===== config.mk =====
export PLATFORM = sky130hd
export DESIGN_NAME = pc_sequencer_param
export DESIGN_NICKNAME = d
export VERILOG_FILES = /design/src/rtl/pc_sequencer_param.sv
export SDC_FILE = /design/constraint.sdc
export NUM_CORES = 1
export LEC_CHECK = 0
export CORE_MARGIN = 4
export CORE_UTILIZATION = 25
export CTS_CLUSTER_DIAMETER = 80
export DETAILED_ROUTE_END_ITERATION = 12
export PLACE_DENSITY = 0.44
export SLEW_MARGIN = 20
export SYNTH_ARGS = -nofsm -noshare
export SYNTH_HDL_FRONTEND = slang
export SYNTH_SLANG_ARGS = --single-unit
export TNS_END_PERCENT = 5

===== constraint.sdc =====
create_clock -name Clk -period 4.1 [get_ports Clk]
set_input_delay 0.41 -clock Clk [delete_from_list [all_inputs] [get_ports Clk]]
set_output_delay 0.41 -clock Clk [all_outputs]
set_load 0.01 [all_outputs]

===== src/rtl/pc_sequencer_param.sv =====
// Parametrised program-counter sequencer with branch ops and a return-address stack.
// Define PC_STACK_TRAP_EN to redirect overflowing CALL / underflowing RET to TRAP_VEC.
module pc_sequencer_param #(
    parameter int ADDR_W = 8,
    parameter int STACK_DEPTH = 4,
    parameter int OFFS_W = 8,
    parameter logic [ADDR_W-1:0] TRAP_VEC = ADDR_W'(8'hF0)
) (
    input  logic                                  Clk,
    input  logic                                  Reset,
    input  logic [ADDR_W-1:0]                     resetPC,
    input  logic [2:0]                            i_op,
    input  logic [ADDR_W-1:0]                     i_target,
    input  logic [OFFS_W-1:0]                     i_offset,
    input  logic                                  i_cond,
    output logic [ADDR_W-1:0]                     currentPC,
    output logic [$clog2(STACK_DEPTH+1)-1:0]      o_sp,
    output logic                                  o_ovf,
    output logic                                  o_unf
);

    localparam int SP_W  = $clog2(STACK_DEPTH + 1);
    localparam int IDX_W = (STACK_DEPTH > 1) ? $clog2(STACK_DEPTH) : 1;

    typedef enum logic [2:0] {
        OP_HOLD = 3'b000,
        OP_INC  = 3'b001,
        OP_JMP  = 3'b010,
        OP_BRC  = 3'b011,
        OP_CALL = 3'b100,
        OP_RET  = 3'b101,
        OP_JMPC = 3'b110,
        OP_RSVD = 3'b111
    } opT;

    logic [ADDR_W-1:0] stackMem [STACK_DEPTH];

    opT                opCur;
    logic [ADDR_W-1:0] pcInc;
    logic [ADDR_W-1:0] offsExt;
    logic [ADDR_W-1:0] ovfPC;
    logic [ADDR_W-1:0] unfPC;
    logic [ADDR_W-1:0] nextPC;
    logic [SP_W-1:0]   nextSp;
    logic [IDX_W-1:0]  pushIdx;
    logic [IDX_W-1:0]  popIdx;
    logic              spFull;
    logic              spEmpty;
    logic              doPush;
    logic              setOvf;
    logic              setUnf;

    assign opCur   = opT'(i_op);
    assign pcInc   = currentPC + ADDR_W'(1);
    assign offsExt = ADDR_W'($signed(i_offset));
    assign spFull  = (o_sp == SP_W'(STACK_DEPTH));
    assign spEmpty = (o_sp == '0);
    assign pushIdx = IDX_W'(o_sp);
    assign popIdx  = IDX_W'(o_sp - SP_W'(1));

`ifdef PC_STACK_TRAP_EN
    assign ovfPC = TRAP_VEC;
    assign unfPC = TRAP_VEC;
`else
    logic unusedTrapVec;
    assign unusedTrapVec = ^TRAP_VEC;
    assign ovfPC = i_target;
    assign unfPC = pcInc;
`endif

    always_comb begin
        nextPC = currentPC;
        nextSp = o_sp;
        doPush = 1'b0;
        setOvf = 1'b0;
        setUnf = 1'b0;
        case (opCur)
            OP_INC:  nextPC = pcInc;
            OP_JMP:  nextPC = i_target;
            OP_BRC:  nextPC = i_cond ? (currentPC + offsExt) : pcInc;
            OP_JMPC: nextPC = i_cond ? i_target : pcInc;
            OP_CALL: begin
                if (spFull) begin
                    // Full stack: the return address is lost, the jump still happens.
                    setOvf = 1'b1;
                    nextPC = ovfPC;
                end else begin
                    doPush = 1'b1;
                    nextSp = o_sp + SP_W'(1);
                    nextPC = i_target;
                end
            end
            OP_RET: begin
                if (spEmpty) begin
                    setUnf = 1'b1;
                    nextPC = unfPC;
                end else begin
                    nextSp = o_sp - SP_W'(1);
                    nextPC = stackMem[popIdx];
                end
            end
            default: nextPC = currentPC;
        endcase
    end

    always_ff @(posedge Clk) begin
        if (Reset) begin
            currentPC <= resetPC;
            o_sp      <= '0;
            o_ovf     <= 1'b0;
            o_unf     <= 1'b0;
        end else begin
            currentPC <= nextPC;
            o_sp      <= nextSp;
            o_ovf     <= o_ovf | setOvf;
            o_unf     <= o_unf | setUnf;
        end
    end

    // Stack storage has no reset; occupancy alone decides which entries are live.
    always_ff @(posedge Clk) begin
        if (!Reset && doPush) begin
            stackMem[pushIdx] <= pcInc;
        end
    end

endmodule

### Word level (Yosys, flattened, before mapping)

Memories as Yosys holds them, arrays and structs flattened.
Cells that the tools add are included.

| operators by class | value |
|---|---|
| bitwise logic cells | 2 |
| add/sub/neg operators | 4 |
| equal/unequal tests | 9 |
| muxes and demuxes | 16 |
| reductions and logical operators | 7 |

Operators with widths:

| cell | count |
|---|---|
| one-hot mux 8 bit (5 select lines) | 1 |
| 2-to-1 mux 8 bit | 4 |
| equality test 3 bit (second input constant) | 4 |
| adder 8 x 1 -> 8 bit (second input constant) | 1 |
| adder 8 bit | 1 |
| 2-to-1 mux 1 bit | 8 |
| equality test 3 x 2 -> 1 bit (second input constant) | 2 |
| 2-to-1 mux 3 bit | 2 |
| one-hot mux 3 bit (2 select lines) | 1 |
| nonzero test 6 bit | 1 |
| inequality test 2 bit (second input constant) | 2 |
| adder 3 x 1 -> 3 bit (second input constant) | 1 |
| equality test 3 x 1 -> 1 bit (second input constant) | 1 |
| zero test 3 bit | 1 |
| AND reduction 3 bit | 1 |
| subtractor 3 x 1 -> 3 bit (second input constant) | 1 |
| OR 1 bit | 2 |
| nonzero test 2 bit | 1 |
| OR reduction 2 bit | 1 |
| logical AND 1 bit | 1 |
| zero test 1 bit | 1 |

| storage, ports and cells | value |
|---|---|
| register bits | 13 |
| output and inout bits | 13 |
| memories | 1 |
| logic and storage cells | 43 |
| memory bits (writable) | 32 |

Memories:

| memory | depth | width | rd ports | clocked after memory_dff | wr ports | RTL line | source |
|---|---|---|---|---|---|---|---|
| stackMem | 4 | 8 | 1 | 0 | 1 | 36 | `logic [ADDR_W-1:0] stackMem [STACK_DEPTH];` |

### Logic depth before layout (Yosys ltp)

Gate-level depths: netlist of the first run.

| logic depth | value |
|---|---|
| depth in word-level cells | 6 |
| mapped depth | 8 |
| depth with buffers taken out | 7 |

### Worst setup path after synthesis of the first run

OpenSTA, ideal clock, no wires.

| timing path | value |
|---|---|
| path type | reg-to-reg |
| start point | register o_sp[0] |
| end point | register currentPC[7] (data pin) |
| data required time | 3.830 ns |
| arrival | 2.063 ns |
| path buffers | 2 |
| clock period less this slack | 2.333 ns |
| setup slack | 1.767 ns |
| library setup time | 0.270 ns |
| stages on the path, launching flop included | 9 |
| path through | dfxtp_1 -> buf_6 -> inv_1 -> ha_1 -> buf_1 -> mux4_2 -> a221o_1 -> a31oi_1 -> a32oi_1 |

| on the way | value |
|---|---|
| cells in the longest elaborated chain, start to end | 5 |
| elaborated cells on any way between the ends | 6 |
| classes of those cells | add/sub: 1; mux: 3; reduce/logical: 1; memory: 1 |

Ends and longest elaborated chain:

| element | RTL line | source |
|---|---|---|
| from (decl) | 17 | `output logic [$clog2(STACK_DEPTH+1)-1:0] o_sp,` |
| from (signal assigned) | 114 | `o_sp <= nextSp;` |
| subtractor 3 x 1 -> 3 bit | n/a |  |
| memory read (4 x 8 bit) | n/a |  |
| 2-to-1 mux 8 bit * | 94 | `if (spEmpty) begin` |
| one-hot mux 8 bit (5 select lines) * | 77 | `case (opCur)` |
| 2-to-1 mux 8 bit * | 107 | `if (Reset) begin` |
| to (signal assigned) | 108 | `currentPC <= resetPC;` |
| to (signal assigned) | 113 | `currentPC <= nextPC;` |
| to (decl) | 16 | `output logic [ADDR_W-1:0] currentPC,` |

Mark *: on every way between the ends. The rest lies on a longest branch, timed or not.
A chain may end at the register's enable or synchronous reset.

### Worst setup path in the final report of the first run

| timing path | value |
|---|---|
| start point | register currentPC[0] |
| end point | register currentPC[6] (data pin) |

| on the way | value |
|---|---|
| cells in the longest elaborated chain, start to end | 4 |
| elaborated cells on any way between the ends | 7 |
| classes of those cells | add/sub: 2; mux: 5 |

Ends and longest elaborated chain:

| element | RTL line |
|---|---|
| adder 8 x 1 -> 8 bit or adder 8 bit (tied branches) | 54, 80 |
| 2-to-1 mux 8 bit (on tied branches) | 94, 80, 81 |
| one-hot mux 8 bit (5 select lines) * | 77 |
| 2-to-1 mux 8 bit * | 107 |

Marks and branches as above.

==> results_dict.tcl, run 1 <==
set metrics [dict create \
    status "completed" \
    post-route-cell-area_mm2 0.00316 \
    crit_required_ns 4.15 \
    yosysSeqAreaShare_pct 52.1 \
    clk_pin_slew_ns 0.10 \
    via_per_inst 4.70 \
    fin_crit_ns 2.29 \
    grt_pass1_vias 1865 \
    cts_hold_buf 0 \
    nNetsFinal 287 \
    grt_start_max_net_pins 23 \
    dieWidth_um 108 \
    grt_overflow_total 0 \
    drtIter0Drc 55 \
    max_freq_mhz 437 \
    p_leak_uw 0.00109 \
    tns_ns 0 \
    peakVddDrop_v 0.000129 \
    finalPower_uw 1140 \
    dpl_cell_area_mm2 0.00307 \
    ys.flop_type "edfxtp_1" \
    avgRoutedWirePerCell_um 17.1 \
    cts-root-buf "clkbuf_8" \
    hold_path.class "reg -> reg" \
    start_kind "flop" \
    path_class "reg -> reg" \
    hold_viol_final 0 \
    post-route-util_pct 32.3 \
    antenna_found_initial 0 \
    core_area_mm2 0.00977 \
    period_share_pct 55.8 \
    syn_inst 197 \
    tightest_slew_ns 0.554 \
    cts.path.max_buffers 2 \
    drv_cap 0 \
    initial_core_util_pct 25.6 \
    clock_skew_ns 0.00626 \
    path_cells "ha_1, fa_1, a211oi_1, o21ai_0, a21o_1, nand3_1, a32oi_1" \
    async_flop_share_pct 0 \
    antenna_cells 0 \
    vias 1768 \
    drv_slew 0 \
    crit_family "compound AO/OA/AOI/OAI gates" \
    worst-path-max-fanout 7 \
    yosysWarnings 0 \
    yosysMostFrequentCell "edfxtp_1" \
    rows 36 \
    dp_hpwl_um 4870 \
    firstDrtPassIters 4 \
    hold_path_depth 2 \
    ctsResizeCount 0 \
    die_h_um 108 \
    crit_slowest_cell "edfxtp_1" \
    cp_num_cells 7 \
    cp.buffers_inverters 0 \
    netlist_area_mm2 0.00250 \
    cpPeakStageDelay_ns 0.52 \
    synth-edff-count 40 \
    cts_tree "built" \
    arrival_ns 2.34 \
    cts_buffers 5 \
    clkLatencyLatePin_ns 0.30 \
    synthTopCellsByArea "edfxtp_1 (48%), ha_1 (7.0%), mux4_1 (6.3%)" \
    routed_wirelength_um 6450 \
    drive_gt1_share_pct 7.82 \
    grt_first_pass_wirelength_um 10000 \
    synth_area_per_cell_um2 12.7 \
    yosys-top-cells-count "edfxtp_1 (40), ha_1 (14), nand2_1 (13)" \
    setup_viol 0 \
    synth_cell_types 44 \
    cts.htree.levels 2 \
    synthesis.nets 242 \
    ant_nets 0 \
    post-cts-setup-buffer-count 0 \
    drc 0 \
    cp-end-kind "flop" \
    ys_ff_latch 45 \
    track_usage_pct 11.6 \
    ios 43 \
    clock_sinks 45 \
    synth_top_cell_area_share_pct 48.0 \
    area_growth_syn_to_layout_pct 26.4 \
    max_slew_margin_pct 62.7 \
    grt_setup_unrepaired "false" \
    die-area_mm2 0.0117 \
    routabilityCongestion 0.834 \
    reg2regPathDepth 7 \
    port_buffers 42 \
    power_density_mw_per_mm2 360 \
    yosysTopAreaCell "edfxtp_1" \
]
==> stage by stage <==
stage / instances / hold slack (ns) / setup slack [ns]
after floorplan: 197 / 0.503 / 1.77
after global placement: 368 / 0.456 / 1.53
after detailed placement: 368 / 0.469 / 1.53
after CTS: 376 / 0.495 / 1.78
after global routing: 376 / 0.561 / 1.64
final: 376 / 0.489 / 1.81
==> worst min-delay path, stage by stage, from the launching register on <==
cell	delay [ns]
dfxtp_1	0.35
a21oi_1	0.05
nor2_1	0.07
==> metal layers <==
metal  part of all wire, %  wire [um]  global-route usage, %
met1                    45       2920                   14.9
met2                    47       3010                   18.4
met3                   5.0        325                   3.04
met4                   2.9        186                   4.78
met5                     0          0                      0
==> kinds of logic after synthesis <==
family | synth area share (%)
buffers and inverters | 3.10
and+or+nand+nor | 11.4
xor gates and xnor gates | 3.50
muxes | 8.11
adders and majority gates | 7.81
DFF | 52.1
AOI/OAI and AO/OA | 14.1
==> state kept, by name (all words and copies together) (netlist names) <==
register and cells:
currentPC 8, o_ovf 1, o_sp 3, o_unf 1, stackMem 32
==> worst paths after layout <==
check | start | end | slack, ns
worst min register to register | o_ovf | o_ovf | 0.49
worst max register to register | currentPC[0] | currentPC[6] | 1.81
worst min-delay path | o_ovf | o_ovf | 0.49
worst max-delay path | currentPC[0] | currentPC[6] | 1.81
==> cells in the final DEF (no fill, tap or decap), types with 7 or more instances in the layout <==
master	netlist	layout
ha_1	14	14
clkdlybuf4s50_1	0	42
nand2_1	13	13
nand3_1	9	9
a21oi_1	7	7
inv_1	12	12
nor2_1	12	12
a32oi_1	7	7
edfxtp_1	40	40
xnor2_1	7	7
==> area by class of cell <==
type                            count  area (um^2)
Multi-Input combinational cell    134         1120
Clock inverter                      3         21.3
Sequential cell                    45         1300
Fill cell                        1000         6620
Inverter                           12         45.0
Timing Repair Buffer               44          435
Tap cell                          133          166
Clock buffer                        5         68.8
==> power breakdown <==
group	total, uW	internal (uW)	switching, uW
clock	290	121	169
combinational	285	135	150
sequential	562	538	24.4
total	1140	794	343
No activity file was read; power rests on OpenSTA's default activity.
==> run 2, diff against run 1 <==
PLACE_DENSITY = 0.45   (was 0.44)
clock period = 2 ns   (was 4.1 ns; I/O delays follow)
==> run 2 against run 1 <==
Clock-buffer cell count unchanged. Register-to-register slack worse by 1.8 ns. Largest cell class unchanged. Cell count up 11%. Critical endpoint unchanged. Worst hold slack better by 0.0057 ns.
==> results_dict.tcl, run 2 (same netlist as run 1, synthesis figures left out) <==
set metrics [dict create \
    status "completed" \
    rows 36 \
    initial_core_util_pct 25.6 \
    cp-end-kind "flop" \
    post-route-cell-area_mm2 0.00363 \
    ant_nets 0 \
    grt_pass1_vias 1976 \
    largest_reg_flops 32 \
    p_leak_uw 0.00133 \
    die-area_mm2 0.0117 \
    p_sw_share_pct 28.3 \
    grt_first_pass_wirelength_um 10200 \
    grt_overflow_total 0 \
    ios 43 \
    regMostFlops "stackMem" \
    arrival_ns 2.01 \
    power_density_mw_per_mm2 732 \
    via_per_inst 4.56 \
    start_kind "flop" \
    power_frac_comb_pct 30.3 \
    power_frac_seq_pct 42.3 \
    grt_setup_unrepaired "true" \
    track_usage_pct 11.6 \
    drv_slew 0 \
    crit_required_ns 2.05 \
    clock_skew_ns 0.00725 \
    cts_buffers 5 \
    dieWidth_um 108 \
    dp_hpwl_um 5120 \
    drtIter0Drc 83 \
    dpl_cell_area_mm2 0.00344 \
    hp-start "o_unf" \
    clock_power_share_pct 27.4 \
    die_h_um 108 \
    worst-path-max-fanout 3 \
    clk_pin_slew_ns 0.09 \
    n_fill_cell 980 \
    clock_sinks 45 \
    port_buffers 42 \
    max_slew_margin_pct 62.9 \
    cts.htree.levels 2 \
    firstDrtPassIters 4 \
    reg2regPathDepth 7 \
    max_freq_mhz 510 \
    p_switching_uw 752 \
    peakVddDrop_v 0.000306 \
    final_cell_mix "clkdlybuf4s50_1 (42), edfxtp_1 (40), buf_4 (39), nand2_1 (12)" \
    fin_crit_ns 1.96 \
    final_common_cell "clkdlybuf4s50_1" \
    area_growth_syn_to_layout_pct 45.3 \
    hold_path_end "o_unf" \
    post-route-util_pct 37.2 \
    clkLatencyLatePin_ns 0.30 \
    routabilityCongestion 0.868 \
    routed_wirelength_um 6650 \
    nNetsFinal 329 \
    period_share_pct 98.0 \
    antenna_found_initial 0 \
    finalPower_uw 2660 \
    cts-root-buf "clkbuf_8" \
    tightest_slew_ns 0.552 \
    avgRoutedWirePerCell_um 15.9 \
    setup_viol 0 \
    tns_ns 0 \
    r2r-start "currentPC[0]" \
    drv_cap 0 \
    core_area_mm2 0.00977 \
    reg_top3 "stackMem x32, currentPC x8, o_sp x3" \
    p_int_uw 1910 \
    cts.path.max_buffers 2 \
    grt_start_max_net_pins 23 \
    hold_path.class "reg -> reg" \
    hold_viol_final 0 \
    vias 1906 \
    cts_tree "built" \
    drive_gt1_share_pct 25.6 \
    critPathLaunch "currentPC[0]" \
    reg2reg_slack_ns 0.04 \
    drc 0 \
    r2r-end "currentPC[6]" \
    path_class "reg -> reg" \
    antenna_cells 0 \
    hold_path_depth 2 \
]
[run 2: layout make-up]
cell class / count / area [um^2] / area share, %
multi-input cells: 134 / 1190 / 32.7
repair buffers: 86 / 813 / 22.4
well taps: 133 / 166 / 4.58
clock inverters: 3 / 47.5 / 1.31
clock buffers: 5 / 68.8 / 1.89
inverters: 12 / 45.0 / 1.24
flip-flops and latches: 45 / 1310 / 35.9
[run 2: critical path, stage by stage (launching register included)]
cell and delay, ns:
edfxtp_1 0.44, ha_4 0.20, fa_2 0.37, a211oi_2 0.24
o21ai_1 0.12, a21o_1 0.16, nand3_1 0.07, a32oi_1 0.09
[run 2: per-layer routing]
layer	track usage, %	part of all wire [%]	vias up	wire length, um
met2	19.9	49	35	3270
met1	15.1	46	923	3050
li1	-	-	944	-
met5	0	0	-	0
met3	1.79	3.9	4	258
met4	3.07	1.1	0	73
[run 2: power by group through the flow]
stage          sequential (uW)  combinational, uW  clock, uW
2_1_floorplan             1170                360          0
3_3_place_gp              1140                765          0
3_5_place_dp              1140                764          0
4_1_cts                   1120                773        762
5_1_grt                   1130                880        776
6_report                  1120                804        729
[run 2: timing repair]
action / CTS / global route
setup endpoints to repair: 1 / 7
resized for setup: 1 / 7
gates cloned: 0 / 0
hold buffers: 0 / 0
buffers inserted: 0 / 4
pin swaps: 0 / 7
[run 2: worst max path at each step]
stage | end | slack (ns) | cells after the start
final | currentPC[6] | 0.04 | 7
after global routing | currentPC[6] | -0.04 | 7
after CTS | currentPC[6] | 0.02 | 7
after detailed placement | currentPC[3] | -0.22 | 6
after global placement | currentPC[3] | -0.20 | 6
after floorplan | currentPC[7] | -0.009 | 6
[run 2: stage by stage]
stage | setup WS, ns | hold WS (ns) | instances
6_report | 0.0409 | 0.495 | 418
2_1_floorplan | -0.00860 | 0.442 | 197
5_1_grt | -0.0411 | 0.548 | 418
3_3_place_gp | -0.200 | 0.461 | 406
3_5_place_dp | -0.221 | 0.474 | 406
4_1_cts | 0.0177 | 0.501 | 414
